File: src/rtl/coin_acceptor.sv
// Coin sensor front end for the vending FSM: synchronises and debounces two
// coin sensors and issues one i/j code per accepted coin. Coins wait while hold is high.
module coin_acceptor #(
  parameter int DB_CYCLES = 4,
  parameter int CW        = 8
) (
  input  logic clk,
  input  logic rst,
  input  logic coin5_raw,
  input  logic coin10_raw,
  input  logic hold,
  output logic i,
  output logic j,
  output logic coin_reject
);

  localparam logic [CW-1:0] CNT_LAST = CW'(DB_CYCLES - 1);
  localparam logic [CW-1:0] CNT_ONE  = CW'(1);

  // Bit 0 is the 5-unit channel and bit 1 is the 10-unit channel.
  logic [1:0]         raw_s;
  logic [1:0]         meta_r;
  logic [1:0]         sync_r;
  logic [1:0]         deb_r;
  logic [1:0]         deb_nxt_s;
  logic [1:0][CW-1:0] cnt_r;
  logic [1:0][CW-1:0] cnt_nxt_s;
  logic [1:0]         event_s;
  logic [1:0]         clear_s;
  logic [1:0]         ovf_s;
  logic [1:0]         pend_r;
  logic [1:0]         pend_nxt_s;
  logic               reject_nxt_s;
  logic               reject_r;

  assign raw_s = {coin10_raw, coin5_raw};

  // Two-flop synchroniser for each channel.
  always_ff @(posedge clk or negedge rst) begin
    if (!rst) begin
      meta_r <= 2'b00;
      sync_r <= 2'b00;
    end else begin
      meta_r <= raw_s;
      sync_r <= meta_r;
    end
  end

  // Debounce next state: a level change needs DB_CYCLES consecutive disagreeing samples.
  always_comb begin
    deb_nxt_s = deb_r;
    cnt_nxt_s = '0;
    for (int c = 0; c < 2; c++) begin
      if (sync_r[c] == deb_r[c]) begin
        cnt_nxt_s[c] = '0;
      end else if (cnt_r[c] == CNT_LAST) begin
        deb_nxt_s[c] = sync_r[c];
        cnt_nxt_s[c] = '0;
      end else begin
        cnt_nxt_s[c] = cnt_r[c] + CNT_ONE;
      end
    end
  end

  // Pending-flag and reject logic. The 10-unit coin is always issued before the 5-unit coin.
  always_comb begin
    event_s      = ~deb_r & deb_nxt_s;
    clear_s[1]   = ~hold & pend_r[1];
    clear_s[0]   = ~hold & pend_r[0] & ~pend_r[1];
    // A coin arriving while its flag is still held cannot be stored and is dropped.
    ovf_s        = event_s & pend_r & ~clear_s;
    pend_nxt_s   = event_s | (pend_r & ~clear_s);
    reject_nxt_s = |ovf_s;
  end

  // Debounce, pending and reject state.
  always_ff @(posedge clk or negedge rst) begin
    if (!rst) begin
      deb_r    <= 2'b00;
      cnt_r    <= '0;
      pend_r   <= 2'b00;
      reject_r <= 1'b0;
    end else begin
      deb_r    <= deb_nxt_s;
      cnt_r    <= cnt_nxt_s;
      pend_r   <= pend_nxt_s;
      reject_r <= reject_nxt_s;
    end
  end

  // i and j stay combinational so that a coin is issued in the same cycle that hold falls.
  assign i           = ~hold & (pend_r[0] | pend_r[1]);
  assign j           = ~hold & pend_r[1];
  assign coin_reject = reject_r;

endmodule
File: config.mk
export PLATFORM = sky130hd
export DESIGN_NAME = coin_acceptor
export DESIGN_NICKNAME = d
export VERILOG_FILES = /design/src/rtl/coin_acceptor.sv
export SDC_FILE = /design/constraint.sdc
export NUM_CORES = 1
export LEC_CHECK = 0
export ABC_AREA = 1
export CAP_MARGIN = 20
export CORE_AREA = 5 5 70 72
export DETAILED_ROUTE_END_ITERATION = 8
export DIE_AREA = 0 0 75 77
export SYNTH_ARGS = -nofsm -noshare
export SYNTH_HDL_FRONTEND = slang
export SYNTH_SLANG_ARGS = --single-unit
File: constraint.sdc
create_clock -name clk -period 1.1 [get_ports clk]
set_input_delay 0.11 -clock clk [delete_from_list [all_inputs] [get_ports clk]]
set_output_delay 0.11 -clock clk [all_outputs]
set_load 0.01 [all_outputs]
==> impl_metrics.json <==
{
  "hold_slack_ps": 174,
  "rr_startpoint": "cnt_r[1]$_DFF_PN0_",
  "drive_gt1_share_pct": 39.3,
  "nNetsFinal": 171,
  "fmax_mhz": 938,
  "port_buffers": 7,
  "reg2reg_depth": 5,
  "cap_viol_max_count": 0,
  "clkTransAtPathRegs_ps": 100,
  "synth_top_family_by_area": "simple AND/OR/NAND/NOR gates",
  "synth_area_leaders": "dfrtp_1, nor2_1, nand2_1",
  "ant_nets": 0,
  "yosys.area_share.simple_pct": 27.7,
  "grt_usage_pct": 8.06,
  "drtPass1Iterations": 4,
  "finalHoldViolations": 0,
  "post_synth_most_frequent_cells": "dfrtp_1, nor2_1, nand2_1, inv_1, nand3_1",
  "async_flop_share_pct": 100,
  "wl_um": 2250,
  "grt.overflow.total": 0,
  "worst-path-stages": 5,
  "root_buffer": "clkbuf_8",
  "ys_ff_latch": 25,
  "worstMarginPinSlew_ps": 228,
  "period_share_pct": 96.9,
  "areaGrowthSynthToFinish_pct": 39.4,
  "drv_slew": 0,
  "min_path_type": "input port to asynchronous set/reset pin",
  "die_w_um": 75,
  "numCtsBuffers": 3,
  "synth_compound_gate_area_share_pct": 5.88,
  "cellPowerDensity_nw_per_um2": 1640,
  "yosysWarnings": 0,
  "nFillCells": 407,
  "cts_tree": "done",
  "synth_most_common_cell": "dfrtp_1",
  "p_leak_nw": 0.752,
  "place_area_um2": 1440,
  "cp.buffers_inverters": 0,
  "crit_path_max_incr_delay_ps": 410,
  "ys.flop_type": "dfrtp_1",
  "yosys.area.top_type": "dfrtp_1",
  "ir_worst_vdd_mv": 0.738,
  "min_period_ps": 1070,
  "core_area_um2": 4230,
  "antenna_found_initial": 0,
  "drc_errors": 0,
  "die_area_um2": 5780,
  "crit_start": "cnt_r[1]$_DFF_PN0_",
  "path_delay_family": "flip-flops",
  "timing.rr.end": "cnt_r[6]$_DFF_PN0_",
  "ios": 8,
  "start_util_pct": 28.1,
  "fin_area_um2": 1660,
  "fin_skew_ps": 4.92,
  "seqCellArea_um2": 628,
  "arrival_ps": 1280,
  "gp_congestion": 0.711,
  "synth_xor_area_share_pct": 5.78,
  "die_y_um": 77,
  "grt_pass1_vias": 851,
  "syn-num-nets": 141,
  "hpwl_um": 1580,
  "clock_latency_ps": 280,
  "routedWlPerCell_um": 10.5,
  "synth_edf_count": 0,
  "cp_data_required_time_ps": 1320,
  "via_count": 916,
  "max_slew_margin_pct": 84.7,
  "syn_area_per_cell_um2": 8.89,
  "antenna_cells": 0,
  "crit_chain": "ha_4, nand2_1, nor2_2, nand3_1, a21oi_2",
  "crit_slowest_cell": "dfrtp_1",
  "cts.sinks": 25,
  "setup_violations": 0,
  "htree_num_levels": 1,
  "worstSetupEndpointType": "flop",
  "clock_path_buffers": 2,
  "finalSetupTns_ps": 0,
  "synth_top_area_share_pct": 52.5,
  "synth_mux_area_share_pct": 0,
  "outcome": "complete, no violations",
  "via_per_inst": 4.26,
  "grt_pass1_wl_um": 3640,
  "yosysSeqAreaShare_pct": 52.5,
  "yosys.area_share.adder_pct": 2.10,
  "cp-start-kind": "flop",
  "critPathCapture": "cnt_r[6]$_DFF_PN0_",
  "rsz0062_at_grt": "true",
  "grt_max_degree": 26,
  "syn-cell-area_um2": 1190,
  "worst-setup-path-type": "flop to flop",
  "first_iter_violations": 20,
  "path_max_fanout": 4,
  "rrSetupSlack_ps": 30,
  "multi_input_area_um2": 633,
  "syn_inst": 134,
  "synth_cell_types": 20,
  "rows": 24
}
sequential cells by signal, indices dropped and copies added (netlist names):
name / cells
cnt_r: 16
coin_reject: 1
deb_r: 2
meta_r: 2
pend_r: 2
sync_r: 2
worst reg2reg max path, delay by kind of cell (launching register included):
family                   cells  cell delay [ps]
adder cells (fa/ha/maj)      1              170
AO/OA/AOI/OAI                1              140
flip-flops                   1              410
AND/OR/NAND/NOR              3              280
how the worst min path moves through the flow:
stage	cells past startpoint	slack, ps	end
4_1_cts	2	180	cnt_r[6]$_DFF_PN0_
5_1_grt	2	180	cnt_r[6]$_DFF_PN0_
6_report	2	170	cnt_r[6]$_DFF_PN0_
2_1_floorplan	0	-190	cnt_r[0]$_DFF_PN0_
3_3_place_gp	0	330	sync_r[0]$_DFF_PN0_
3_5_place_dp	0	330	sync_r[1]$_DFF_PN0_
layout make-up:
cell class | count | share of cell area, %
multi-input cells | 90 | 38.1
flip-flops and latches | 25 | 37.8
repair buffers | 25 | 12.9
inverters | 19 | 4.30
well taps | 52 | 3.92
clock buffers | 3 | 2.49
clock inverters | 1 | 0.452
placed cells by master (no fill, tap or decap), types with 6 or more instances in the layout:
cell type and n:
buf_4 15, dfrtp_1 23, inv_1 17, nand2_1 17
nand2_2 6, nand3_1 6, nor2_1 14, nor2_2 9
nor2_4 6
metal layers:
metal	vias to the layer above	track usage [%]	part of all wire (%)
met5	-	0	0
met4	0	1.07	0.58
met3	2	3.14	3.4
met2	10	13.2	52
met1	427	10.1	44
li1	477	-	-
report_power, final:
group          leakage (nW)  total (mW)  internal (mW)  switching (mW)
Clock                0.0217       0.578          0.257           0.321
Sequential            0.329        1.19           1.05           0.144
Combinational         0.401       0.949          0.495           0.454
per-stage QoR:
stage          total power [mW]  worst slack, ps  utilization (%)  cells
2_1_floorplan              1.60             28.6                -    134
3_3_place_gp               1.89             -223             34.1    207
3_5_place_dp               1.91             -241             34.1    207
4_1_cts                    2.51            -5.30             35.3    211
5_1_grt                    2.90            -34.5             39.2    215
6_report                   2.72             34.3             39.2    215
cells by family after synthesis:
group,count (synthesis)
AOI/OAI and AO/OA,11
xor gates and xnor gates,7
adders and majority gates,2
buffers and inverters,19
DFF,25
and+or+nand+nor,70
timing repair:
action | in CTS | in global routing
setup endpoints to repair | 16 | 17
endpoints found under the hold margin | 0 | 0
pin swaps | 0 | 10
setup buffers | 0 | 4
hold buffers | 0 | 0
gates resized for setup | 13 | 33
No activity file was read; power rests on OpenSTA's default activity.
